<file path="config.mk">
export PLATFORM = sky130hd
export DESIGN_NAME = equiv_result_monitor
export DESIGN_NICKNAME = d
export VERILOG_FILES = /design/src/rtl/equiv_pkg.sv /design/src/rtl/equiv_sat_counter.sv /design/src/rtl/equiv_result_monitor.sv
export SDC_FILE = /design/constraint.sdc
export NUM_CORES = 1
export LEC_CHECK = 0
export ABC_AREA = 1
export BUFFER_PORTS_ARGS = -buffer_cell sky130_fd_sc_hd__buf_4
export CAP_MARGIN = 20
export CORE_ASPECT_RATIO = 1.5
export CORE_MARGIN = 5
export CORE_UTILIZATION = 30
export DETAILED_ROUTE_END_ITERATION = 8
export PLACE_DENSITY_LB_ADDON = 0.15
export SETUP_SLACK_MARGIN = 0.5
export SYNTH_ARGS = -nofsm -noshare
export SYNTH_HDL_FRONTEND = slang
export SYNTH_SLANG_ARGS = --single-unit
</file>
<file path="constraint.sdc">
create_clock -name clk -period 2 [get_ports clk]
set_clock_uncertainty 0.1 [all_clocks]
set_input_delay 0.2 -clock clk [delete_from_list [all_inputs] [get_ports clk]]
set_output_delay 0.2 -clock clk [all_outputs]
set_load 0.02 [all_outputs]
</file>
<file path="src/rtl/equiv_pkg.sv">
// Shared types and helpers for the equivalence-harness result monitor.
// Holds the FSM state type, the default harness width and the saturating increment.
package equiv_pkg;

  localparam int EQUIV_W = 91;

  typedef enum logic [1:0] {
    ST_IDLE   = 2'd0,
    ST_WARMUP = 2'd1,
    ST_CHECK  = 2'd2,
    ST_DONE   = 2'd3
  } equiv_state_e;

  // Increment v, holding at the all-ones value of a w-bit counter (w < 64).
  function automatic logic [63:0] sat_inc(input logic [63:0] v, input int unsigned w);
    logic [63:0] max_v;
    max_v = (64'd1 << w) - 64'd1;
    return (v >= max_v) ? v : v + 64'd1;
  endfunction

endpackage

</file>
<file path="src/rtl/equiv_sat_counter.sv">
// Saturating up-counter with synchronous reset and synchronous clear.
// clr has the same effect as rst; sat is high while the count is all ones.
module equiv_sat_counter
  import equiv_pkg::*;
#(
  parameter int CNT_W = 16
) (
  input  logic             clk,
  input  logic             rst,
  input  logic             clr,
  input  logic             inc,
  output logic [CNT_W-1:0] cnt,
  output logic             sat
);

  always_ff @(posedge clk) begin
    if (rst || clr) begin
      cnt <= '0;
    end else if (inc) begin
      cnt <= CNT_W'(sat_inc(64'(cnt), CNT_W));
    end
  end

  assign sat = &cnt;

endmodule

</file>
<file path="src/rtl/equiv_result_monitor.sv">
// Compares the paired harness outputs over a bounded run and keeps a sticky verdict.
// Optional macro EQUIV_ASSERT_EN adds a formal assertion and a cover on the fail rise.
module equiv_result_monitor
  import equiv_pkg::*;
#(
  parameter int WIDTH   = EQUIV_W,
  parameter int WARMUP  = 4,
  parameter int RUN_LEN = 1024,
  parameter int CNT_W   = 16
) (
  input  logic             clk,
  input  logic             rst,
  input  logic             start,
  input  logic [WIDTH-1:0] y_1,
  input  logic [WIDTH-1:0] y_2,
  output logic             busy,
  output logic             done,
  output logic             pass,
  output logic             fail,
  output logic [CNT_W-1:0] mismatch_cnt,
  output logic [CNT_W-1:0] first_fail_cycle,
  output logic [WIDTH-1:0] cap_y1,
  output logic [WIDTH-1:0] cap_y2,
  output equiv_state_e     state
);

  // The cycle index must reach both WARMUP-1 and RUN_LEN-1 even when CNT_W is
  // narrow; first_fail_cycle reports its low CNT_W bits.
  localparam int SPAN  = (WARMUP > RUN_LEN) ? WARMUP : RUN_LEN;
  localparam int IDX_W = ($clog2(SPAN + 1) > CNT_W) ? $clog2(SPAN + 1) : CNT_W;
  localparam logic [IDX_W-1:0] WARM_LAST = IDX_W'((WARMUP > 0) ? WARMUP - 1 : 0);
  localparam logic [IDX_W-1:0] RUN_LAST  = IDX_W'(RUN_LEN - 1);

  logic [IDX_W-1:0] idx;
  logic             idx_sat;
  logic             mis_sat;
  logic             can_start;
  logic             warm_end;
  logic             run_end;
  logic             mism;

  // start is a one-cycle request, accepted only from IDLE or DONE; there is no
  // ready/ack: a start seen in any other state is dropped.
  assign can_start = start && ((state == ST_IDLE) || (state == ST_DONE));
  assign warm_end  = (state == ST_WARMUP) && (idx == WARM_LAST);
  assign run_end   = (state == ST_CHECK) && (idx == RUN_LAST);
  assign mism      = (state == ST_CHECK) && (y_1 != y_2);

  assign busy = (state == ST_WARMUP) || (state == ST_CHECK);
  assign done = (state == ST_DONE);
  assign pass = done && (mismatch_cnt == '0);

  equiv_sat_counter #(.CNT_W(IDX_W)) u_idx_cnt (
    .clk (clk),
    .rst (rst),
    .clr (can_start || warm_end),
    .inc (busy && !idx_sat),
    .cnt (idx),
    .sat (idx_sat)
  );

  equiv_sat_counter #(.CNT_W(CNT_W)) u_mis_cnt (
    .clk (clk),
    .rst (rst),
    .clr (can_start),
    .inc (mism && !mis_sat),
    .cnt (mismatch_cnt),
    .sat (mis_sat)
  );

  always_ff @(posedge clk) begin
    if (rst) begin
      state <= ST_IDLE;
    end else begin
      case (state)
        ST_IDLE, ST_DONE: if (start) state <= (WARMUP == 0) ? ST_CHECK : ST_WARMUP;
        ST_WARMUP:        if (warm_end) state <= ST_CHECK;
        ST_CHECK:         if (run_end) state <= ST_DONE;
        default:          state <= ST_IDLE;
      endcase
    end
  end

  // Only the first counted mismatch is captured; later ones just bump the count.
  always_ff @(posedge clk) begin
    if (rst || can_start) begin
      fail             <= 1'b0;
      first_fail_cycle <= '0;
      cap_y1           <= '0;
      cap_y2           <= '0;
    end else if (mism && !fail) begin
      fail             <= 1'b1;
      first_fail_cycle <= idx[CNT_W-1:0];
      cap_y1           <= y_1;
      cap_y2           <= y_2;
    end
  end

`ifdef EQUIV_ASSERT_EN
  always_ff @(posedge clk) begin
    if (!rst && (state == ST_CHECK)) begin
      assert (y_1 == y_2);
    end
  end

  cover property (@(posedge clk) disable iff (rst) $rose(fail));
`endif

endmodule

</file>
**Word-level counts from Yosys, hierarchy flattened**

Index checks and enable logic that the tools add are counted.

- Muxes and demuxes: 4
- Equality and inequality tests: 9
- Magnitude comparators: 2
- Reductions and logical operators: 24
- Add/sub/neg operators: 2
- Bitwise operators: 2

Operators with widths:

| kind | count |
|---|---|
| $ne A91 B91 Y1 | 1 |
| $add A16 B1 Y16 const B | 2 |
| $ge A16 B16 Y1 const B | 2 |
| $reduce_and A16 Y1 | 2 |
| $eq A16 B10 Y1 const B | 1 |
| $eq A16 B2 Y1 const B | 1 |
| $logic_not A16 Y1 | 1 |
| $logic_and A1 B1 Y1 | 8 |
| $mux W2 | 3 |
| $ne A2 B2 Y1 const B | 3 |
| $pmux W2 S3 | 1 |
| $logic_or A1 B1 Y1 | 5 |
| $eq A2 B2 Y1 const B | 2 |
| $reduce_and A2 Y1 | 2 |
| $logic_not A1 Y1 | 3 |
| $reduce_and A3 Y1 | 1 |
| $eq A2 B1 Y1 const B | 1 |
| $logic_not A2 Y1 | 1 |
| $not A1 Y1 | 2 |
| $reduce_or A2 Y1 | 1 |

- Bits of input ports: 185
- Flip-flop bits (word level): 233
- Output and inout port bits: 220
- Word-level logic and storage cells: 50

**Logic depth before layout (Yosys ltp)**

Gate-level depths: netlist of the first run.

- Depth in word-level cells: 5
- Mapped depth: 16
- Gate-level depth less buffers: 14

**By module**

Synthesis of the first run repeated with hierarchy kept, for this count alone.

- Cells, all modules: 2361
- Area, all modules: 13680.6 um2

Modules (own cells, without submodules):

| module | cells an instance | times used | seq. area each (um2) | area each (um2) |
|---|---|---|---|---|
| equiv_result_monitor | 2069 | 1 | 4023.9 | 11821.3 |
| equiv_sat_counter | 146 | 2 | 320.3 | 929.6 |

**Worst setup path before layout of the first run**

OpenSTA, ideal clock, no wires.

- Kind: reg-to-reg
- From: register state[0]
- To: register cap_y1[0]
- Buffers on the path: 2
- Clock period less this slack: 2148 ps
- Stages on the path, launching flop included: 8
- Setup time: 64 ps
- Arrival: 1984 ps
- Data required time: 1836 ps
- Path slack: -148 ps
- Cell sequence: dfxtp_1 inv_1 ha_1 a21oi_1 clkbuf_1 clkbuf_1 nand2_1 nor2_1

- Longest elaborated chain between the ends: 4
- Elaborated cells between the ends (all ways): 8
- Those cells by class: 2 x eq/ne; 6 x reduce/logical

RTL lines:

| element | RTL line | source |
|---|---|---|
| from (decl) | equiv_result_monitor.sv:24 | `output equiv_state_e state` |
| from (signal assigned) | equiv_result_monitor.sv:76 | `ST_IDLE, ST_DONE: if (start) state <= (WARMUP == 0) ? ST_CHECK : ST_WARMUP;` |
| $eq A2 B2 Y1 / $logic_not A2 Y1 (equally long branches) | equiv_result_monitor.sv:44 | `assign can_start = start && ((state == ST_IDLE) \|\| (state == ST_DONE));` |
| $logic_or A1 B1 Y1 | equiv_result_monitor.sv:44 |  |
| $logic_and A1 B1 Y1 | equiv_result_monitor.sv:44 |  |
| $logic_or A1 B1 Y1 | equiv_result_monitor.sv:86 | `if (rst \|\| can_start) begin` |
| to (signal assigned) | equiv_result_monitor.sv:94 | `cap_y1 <= y_1;` |
| to (decl) | equiv_result_monitor.sv:22 | `output logic [WIDTH-1:0] cap_y1,` |

Parallel ways exist; a longest one is shown, timed or not.
A chain may end at the register's enable or synchronous reset.

**Final worst setup path of the first run**

- From: register state[1]
- To: output port pass

- Longest elaborated chain between the ends: 2

RTL lines:

| element | RTL line | source |
|---|---|---|
| $eq A2 B2 Y1 | equiv_result_monitor.sv:50 | `assign done = (state == ST_DONE);` |
| $logic_and A1 B1 Y1 | equiv_result_monitor.sv:51 | `assign pass = done && (mismatch_cnt == '0);` |
| to (decl) | equiv_result_monitor.sv:18 | `output logic pass,` |

Every way passes these cells.

==> out/qor.txt, run 1 <==
drt first-iter violations - 612
quantity of I/O buffers inserted on ports - 404
Req. time, crit path - 1.70 ns
cell with the most instances after synthesis - sky130_fd_sc_hd__nand2_1
period utilization - 101%
Pre-Repair DR Iteration Count - 5
Cell variety after synth - 26
total CTS buffers - 27
DIE WIDTH - 184 µm
vias in the first global route - 16713
CTS Buffer Depth - 3
proportion of synthesized chip area in sequential cells - 34.2%
critical path launch point type - register
average footprint of a synthesized cell - 5.80 µm²
DIE AREA - 49900 µm²
global route total overflow - 0
endpoint type of the worst setup path - output port
first-pass GRT wire length - 94800 µm
number of remaining DRC errors - 0
sum of negative setup slack - -0.0225 ns
clock network latency to the later pin of the worst-skew pair - 0.55 ns
layout cells sized above 1 - 42.6%
core region area - 44900 µm²
post-synthesis sequential element count - 233
CTS sink count - 233
count of mapped cells out of synthesis - 2351
violated checks - setup timing
unrepaired setup endpoints after global routing - true
Peak supply drop - 0.652 mV
Post-Route WL - 64200 µm
largest area contributor in the synthesized netlist - sky130_fd_sc_hd__dfxtp_1
Final Max Tran Viols - 0
CP Max Fanout - 4
root cell of the clock tree - sky130_fd_sc_hd__clkbuf_16
post-place setup slack - -0.739 ns
number of rows in the core area - 95
class of the tightest hold or removal check - input port to register
depth of the CTS H-tree - 1
number of ports placed on the die boundary - 405
classification of the worst setup path - register to output port
total number of nets in the final design - 3319
last weighted congestion value of the routability-driven placer - 0.877
final critical-path required period - 2.02 ns
cell types with the highest counts after synthesis - sky130_fd_sc_hd__nand2_1, sky130_fd_sc_hd__inv_1, sky130_fd_sc_hd__nor2_1
post-synth top area share - 34.2%
pin count of the biggest net entering global routing - 109
DP HPWL - 38200 µm
worst hold slack - 0.0198 ns
Max Cap Violations - 0
number of vias after detailed routing - 17017
cells taking the most area after synthesis - sky130_fd_sc_hd__dfxtp_1, sky130_fd_sc_hd__nand2_1, sky130_fd_sc_hd__inv_1
Ys Warns - 0
number of vias per cell after detailed routing - 4.55
worst-case headroom to the max-slew limit - 58.3%
gr usage total - 24.0%
min setup slack post-route - -0.0225 ns
synthesis-to-layout area growth - 91.8%
antenna violations before repair - 7
Synth Net Count - 2543
fraction of registers with async set or reset after synthesis - 0%
crit path DAT - 1.72 ns
fin util - 58.2%
ratio of total power to cell area - 1110 nW/µm²
initial core utilization - 30.4%
Top FF cell, synth - sky130_fd_sc_hd__dfxtp_1
achievable frequency - 0.494 GHz
status - finished with violations
number of nets with antenna violations after detailed routing - 0
wire per inst - 17.2 µm
Post-Synthesis Cell Area - 13600 µm²
final number of setup-violating endpoints - 1
TritonCTS clock tree - done
slew at the pin closest to its max-slew limit - 0.626 ns
number of enable-type register cells in the synthesized netlist - 0
hold violation total from the final report - 0
Die Span Y - 271 µm
Static Leak - 13.1 nW
clock slew seen by the registers of the worst setup and hold paths - 0.06 ns
[registers in the layout (all words and copies together) (netlist names)]
register          count
first_fail_cycle     16
cap_y2               91
state                 2
fail                  1
cap_y1               91
u_idx_cnt.cnt        16
u_mis_cnt.cnt        16
[layer usage]
layer / global-route usage, % / up-vias / routed length [µm]
met5: 0 / - / 0
met4: 10.5 / 0 / 3100
met3: 4.05 / 147 / 3930
met2: 44.7 / 516 / 34000
met1: 26.2 / 7874 / 23200
li1: - / 8480 / -
[cells by family (layout without fill, tap and decap cells)]
family | after synthesis | in the layout | share of synthesized area [%]
AO/OA/AOI/OAI | 28 | 28 | 1.11
XOR/XNOR | 21 | 21 | 1.35
adder cells (fa/ha/maj) | 7 | 7 | 0.642
buffers and inverters | 768 | 1564 | 22.5
flip-flops | 233 | 233 | 34.2
other | 0 | 7 | 0
AND/OR/NAND/NOR | 1294 | 1294 | 40.2
[cell usage in the layout (no fill, tap or decap), types with 9 or more instances in the layout]
| cell type | count |
|---|---|
| sky130_fd_sc_hd__buf_4 | 578 |
| sky130_fd_sc_hd__inv_1 | 513 |
| sky130_fd_sc_hd__nand2_1 | 464 |
| sky130_fd_sc_hd__nand4_1 | 222 |
| sky130_fd_sc_hd__dfxtp_1 | 220 |
| sky130_fd_sc_hd__nor2_1 | 199 |
| sky130_fd_sc_hd__nand2_2 | 134 |
| sky130_fd_sc_hd__nand2_4 | 128 |
| sky130_fd_sc_hd__inv_2 | 87 |
| sky130_fd_sc_hd__dlygate4sd3_1 | 84 |
| sky130_fd_sc_hd__nor2_2 | 72 |
| sky130_fd_sc_hd__buf_16 | 70 |
| sky130_fd_sc_hd__buf_12 | 67 |
| sky130_fd_sc_hd__buf_6 | 39 |
| sky130_fd_sc_hd__clkbuf_16 | 37 |
| sky130_fd_sc_hd__nor2_4 | 27 |
| sky130_fd_sc_hd__clkinv_1 | 25 |
| sky130_fd_sc_hd__nand3_1 | 21 |
| sky130_fd_sc_hd__clkinv_2 | 19 |
| sky130_fd_sc_hd__buf_8 | 17 |
| sky130_fd_sc_hd__xor2_1 | 11 |
| sky130_fd_sc_hd__a21oi_1 | 11 |
| sky130_fd_sc_hd__inv_4 | 10 |
| sky130_fd_sc_hd__o21ai_0 | 9 |
| sky130_fd_sc_hd__xnor2_1 | 9 |
| sky130_fd_sc_hd__clkbuf_8 | 9 |
[area by class of cell]
class                      count  area [µm²]
inverter                     649        2480
sequential                   233        4700
timing repair buffer         866        9430
antenna                        7        17.5
tap                          582         728
clock inverter                 9         120
multi-input combinational   1350        7840
clock buffer                  40         836
fill                        4137       18800
[per-stage QoR]
step | power, mW | area, µm² | instances
floorplan | 13.5 | 14000 | 2351
global placement | 17.8 | 18800 | 3418
detailed placement | 18.0 | 18800 | 3418
CTS | 27.2 | 24100 | 3688
global route | 31.0 | 26200 | 3736
finish | 29.2 | 26200 | 3736
[report_power, final]
part           internal (mW)  switching [mW]  leakage (nW)
registers               5.83           0.756          1.90
clock network           3.26            2.17         0.479
logic                   7.93            9.21          10.7
[worst paths after layout]
check                           slack (ns)              start                end  cells after the start
worst min register to register        0.40  u_idx_cnt.cnt[15]  u_idx_cnt.cnt[15]                      2
worst max-delay path                 -0.02           state[1]               pass                      4
worst min-delay path                  0.02            y_1[52]         cap_y1[52]                      6
worst max register to register        0.03   u_mis_cnt.cnt[1]   u_mis_cnt.cnt[6]                     14
[critical path: stages, from the launching register on]
cell	delay (ns)
sky130_fd_sc_hd__dfxtp_4	0.39
sky130_fd_sc_hd__ha_4	0.14
sky130_fd_sc_hd__nand4_1	0.12
sky130_fd_sc_hd__nor4_2	0.32
sky130_fd_sc_hd__buf_4	0.20
[repair_timing]
| action | 4_1_cts | 5_1_grt |
|---|---|---|
| gates cloned | 62 | 9 |
| hold endpoints to repair | 84 | 0 |
| hold buffers | 84 | 0 |
| setup endpoints to repair | 240 | 242 |
| gates resized for setup | 317 | 486 |
| setup buffers | 75 | 32 |
| pin swaps | 109 | 274 |
Note: power is estimated with default switching activity, not from simulation.
==> inputs of run 2 (changes only) <==
==> constraint.sdc (replaced) <==
create_clock -name clk -period 2.4 [get_ports clk]
set_clock_uncertainty 0.1 [all_clocks]
set_input_delay 0.24 -clock clk [delete_from_list [all_inputs] [get_ports clk]]
set_output_delay 0.24 -clock clk [all_outputs]
set_load 0.02 [all_outputs]
==> run 2 against run 1 <==
  * The flow now finishes without violations
  * Worst hold slack gained 0.0060 ns
  * Setup slack improved by 0.46 ns
  * Non-clock buffer count fell by 230
  * Clock power is 25% lower
  * Sequential power down 17%
  * Count of clock-buffer cells in the layout grew 3
  * Die area unchanged
  * Global-route usage fell by 4.3 points
  * First-iteration DRC count up 21%
  * Largest cell class is now multi-input combinational cells
  * Largest power group unchanged
==> out/qor.txt, run 2 (same netlist as run 1, synthesis figures left out) <==
status - finished clean
drt first-iter violations - 739 (+21%)
biggest regs - cap_y1 (91), cap_y2 (91)
global route total overflow - 0 (unchanged)
r2r endpoint - u_mis_cnt.cnt[4]
total CTS buffers - 27 (unchanged)
clock slew seen by the registers of the worst setup and hold paths - 0.06 ns (about the same)
DP HPWL - 36800 µm (-3.8%)
CP delay by family, top - simple AND/OR/NAND/NOR gates
worst-case headroom to the max-slew limit - 59.7% (+1.4 points)
critical hold path startpoint - y_1[51]
DIE WIDTH - 184 µm (unchanged)
number of ports placed on the die boundary - 405 (unchanged)
depth of the CTS H-tree - 1 (unchanged)
CTS Buffer Depth - 3 (unchanged)
number of rows in the core area - 95 (unchanged)
TritonCTS clock tree - done
ratio of total power to cell area - 922 nW/µm² (-17%)
last weighted congestion value of the routability-driven placer - 0.859 (-2.1%)
final critical-path required period - 1.96 ns
Max Cap Violations - 0 (unchanged)
Worst Reg-to-Reg Cells - 12 (-2)
fin util - 45.2% (-13 points)
classification of the worst setup path - register to output port
most frequent standard cell in the layout excluding fill and tap cells - sky130_fd_sc_hd__nand2_1
start point of the critical path - u_mis_cnt.cnt[11]
antenna violations before repair - 8 (+1)
synthesis-to-layout area growth - 48.9%
number of remaining DRC errors - 0 (unchanged)
pin count of the biggest net entering global routing - 112 (+2.8%)
buffers and inverters on the worst path - 2 (+1)
unrepaired setup endpoints after global routing - true
wire per inst - 14.6 µm (-15%)
Req. time, crit path - 2.06 ns (+0.36 ns)
slew at the pin closest to its max-slew limit - 0.605 ns (-0.0215 ns)
vias in the first global route - 15310 (-8.4%)
core region area - 44900 µm² (unchanged)
startpoint of the most critical register-to-register path - u_mis_cnt.cnt[0]
CTS sink count - 233 (unchanged)
post-route cell area - 20300 µm² (-22%)
achievable frequency - 0.510 GHz
cell with the biggest individual delay on the critical path - sky130_fd_sc_hd__dfxtp_4
CP Max Fanout - 2 (-2)
critical path launch point type - register
Pre-Repair DR Iteration Count - 5 (unchanged)
first-pass GRT wire length - 80200 µm (-15%)
crit path DAT - 1.62 ns (-0.10 ns)
worst-case hold path end point - cap_y1[51]
clock network latency to the later pin of the worst-skew pair - 0.54 ns (about the same)
DIE AREA - 49900 µm² (unchanged)
post-layout total power - 18.7 mW (-36%)
Max stage delay on crit path - 0.34 ns (-0.05 ns)
worst-path cell chain - inv_1 -> nand4_1 -> nor4_2 -> buf_4
gr usage total - 19.7% (-4.3 points)
final number of setup-violating endpoints - 0 (-1)
Static Leak - 10.6 nW (-19%)
number of vias per cell after detailed routing - 4.40 (-3.4%)
Peak supply drop - 0.691 mV (+6.0%)
quantity of I/O buffers inserted on ports - 404 (unchanged)
highest-count cells in the layout ignoring fill and taps - sky130_fd_sc_hd__nand2_1, sky130_fd_sc_hd__inv_1, sky130_fd_sc_hd__buf_4, sky130_fd_sc_hd__nor2_1, sky130_fd_sc_hd__nand4_1
hold violation total from the final report - 0 (unchanged)
root cell of the clock tree - sky130_fd_sc_hd__clkbuf_16
class of the tightest hold or removal check - input port to register
number of vias after detailed routing - 15415 (-9.4%)
period utilization - 81.8%
initial core utilization - 30.4% (unchanged)
number of nets with antenna violations after detailed routing - 0 (unchanged)
Die Span Y - 271 µm (unchanged)
Post-Route WL - 51300 µm (-20%)
total number of nets in the final design - 3089 (-6.9%)
hold path cells - 5 (-1)
endpoint type of the worst setup path - output port
reg-to-reg slack, setup - 0.45 ns (+0.42 ns)
layout cells sized above 1 - 19.3% (-23 points)
placed inst area - 17400 µm² (-7.4%)
Final Max Tran Viols - 0 (unchanged)
worst hold slack - 0.0258 ns (+0.00601 ns)
## run 2: worst register-to-register path, delay by kind of cell (launching register included)
family                   cells  cell delay, ns
adder cells (fa/ha/maj)      1            0.19
AND/OR/NAND/NOR              9            0.99
buffers and inverters        2            0.21
flip-flops                   1            0.37
## run 2: worst max path at each step
| stage | endpoint | depth (start not counted) | slack (ns) |
|---|---|---|---|
| after floorplan | u_mis_cnt.cnt[0] | 7 | 0.52 |
| after global placement | cap_y1[29] | 14 | -0.10 |
| after detailed placement | cap_y1[29] | 14 | -0.18 |
| after CTS | pass | 4 | 0.40 |
| after global routing | u_mis_cnt.cnt[13] | 12 | 0.34 |
| final | pass | 4 | 0.44 |
## run 2: cell type report
cell class                 count  area (µm²)
fill                        4773       24600
multi-input combinational   1350        6100
timing repair buffer         636        5460
sequential                   233        4710
inverter                     649        2450
clock buffer                  43         816
tap                          582         728
clock inverter                 2        35.0
antenna                        8        20.0
## run 2: through the flow
step | setup TNS (ns) | worst slack (ns) | instances
6_report | 0 | 0.438 | 3503
5_1_grt | 0 | 0.341 | 3503
4_1_cts | 0 | 0.399 | 3493
3_5_place_dp | -27.44 | -0.183 | 3261
3_3_place_gp | -10.21 | -0.105 | 3261
2_1_floorplan | 0 | 0.518 | 2351
## run 2: repair_timing
| action | CTS | global route |
|---|---|---|
| hold endpoints to repair | 176 | 0 |
| pin swaps | 6 | 5 |
| setup buffers | 12 | 2 |
| gates resized for setup | 41 | 26 |
| endpoints found under the setup margin | 221 | 228 |
| hold buffers | 175 | 0 |
## run 2: power breakdown
part	leakage (nW)	internal (mW)	total, mW	switching, mW
Combinational	8.28	3.65	9.18	5.53
Clock	0.418	2.40	4.09	1.69
Sequential	1.90	4.85	5.45	0.596
## run 2: per-layer routing
layer	track usage [%]	routed length [µm]	vias to the layer above
met5	0	0	-
met4	7.85	2110	0
met2	35.6	25400	442
li1	-	-	7971
met3	4.17	3560	93
met1	22.3	20200	6909
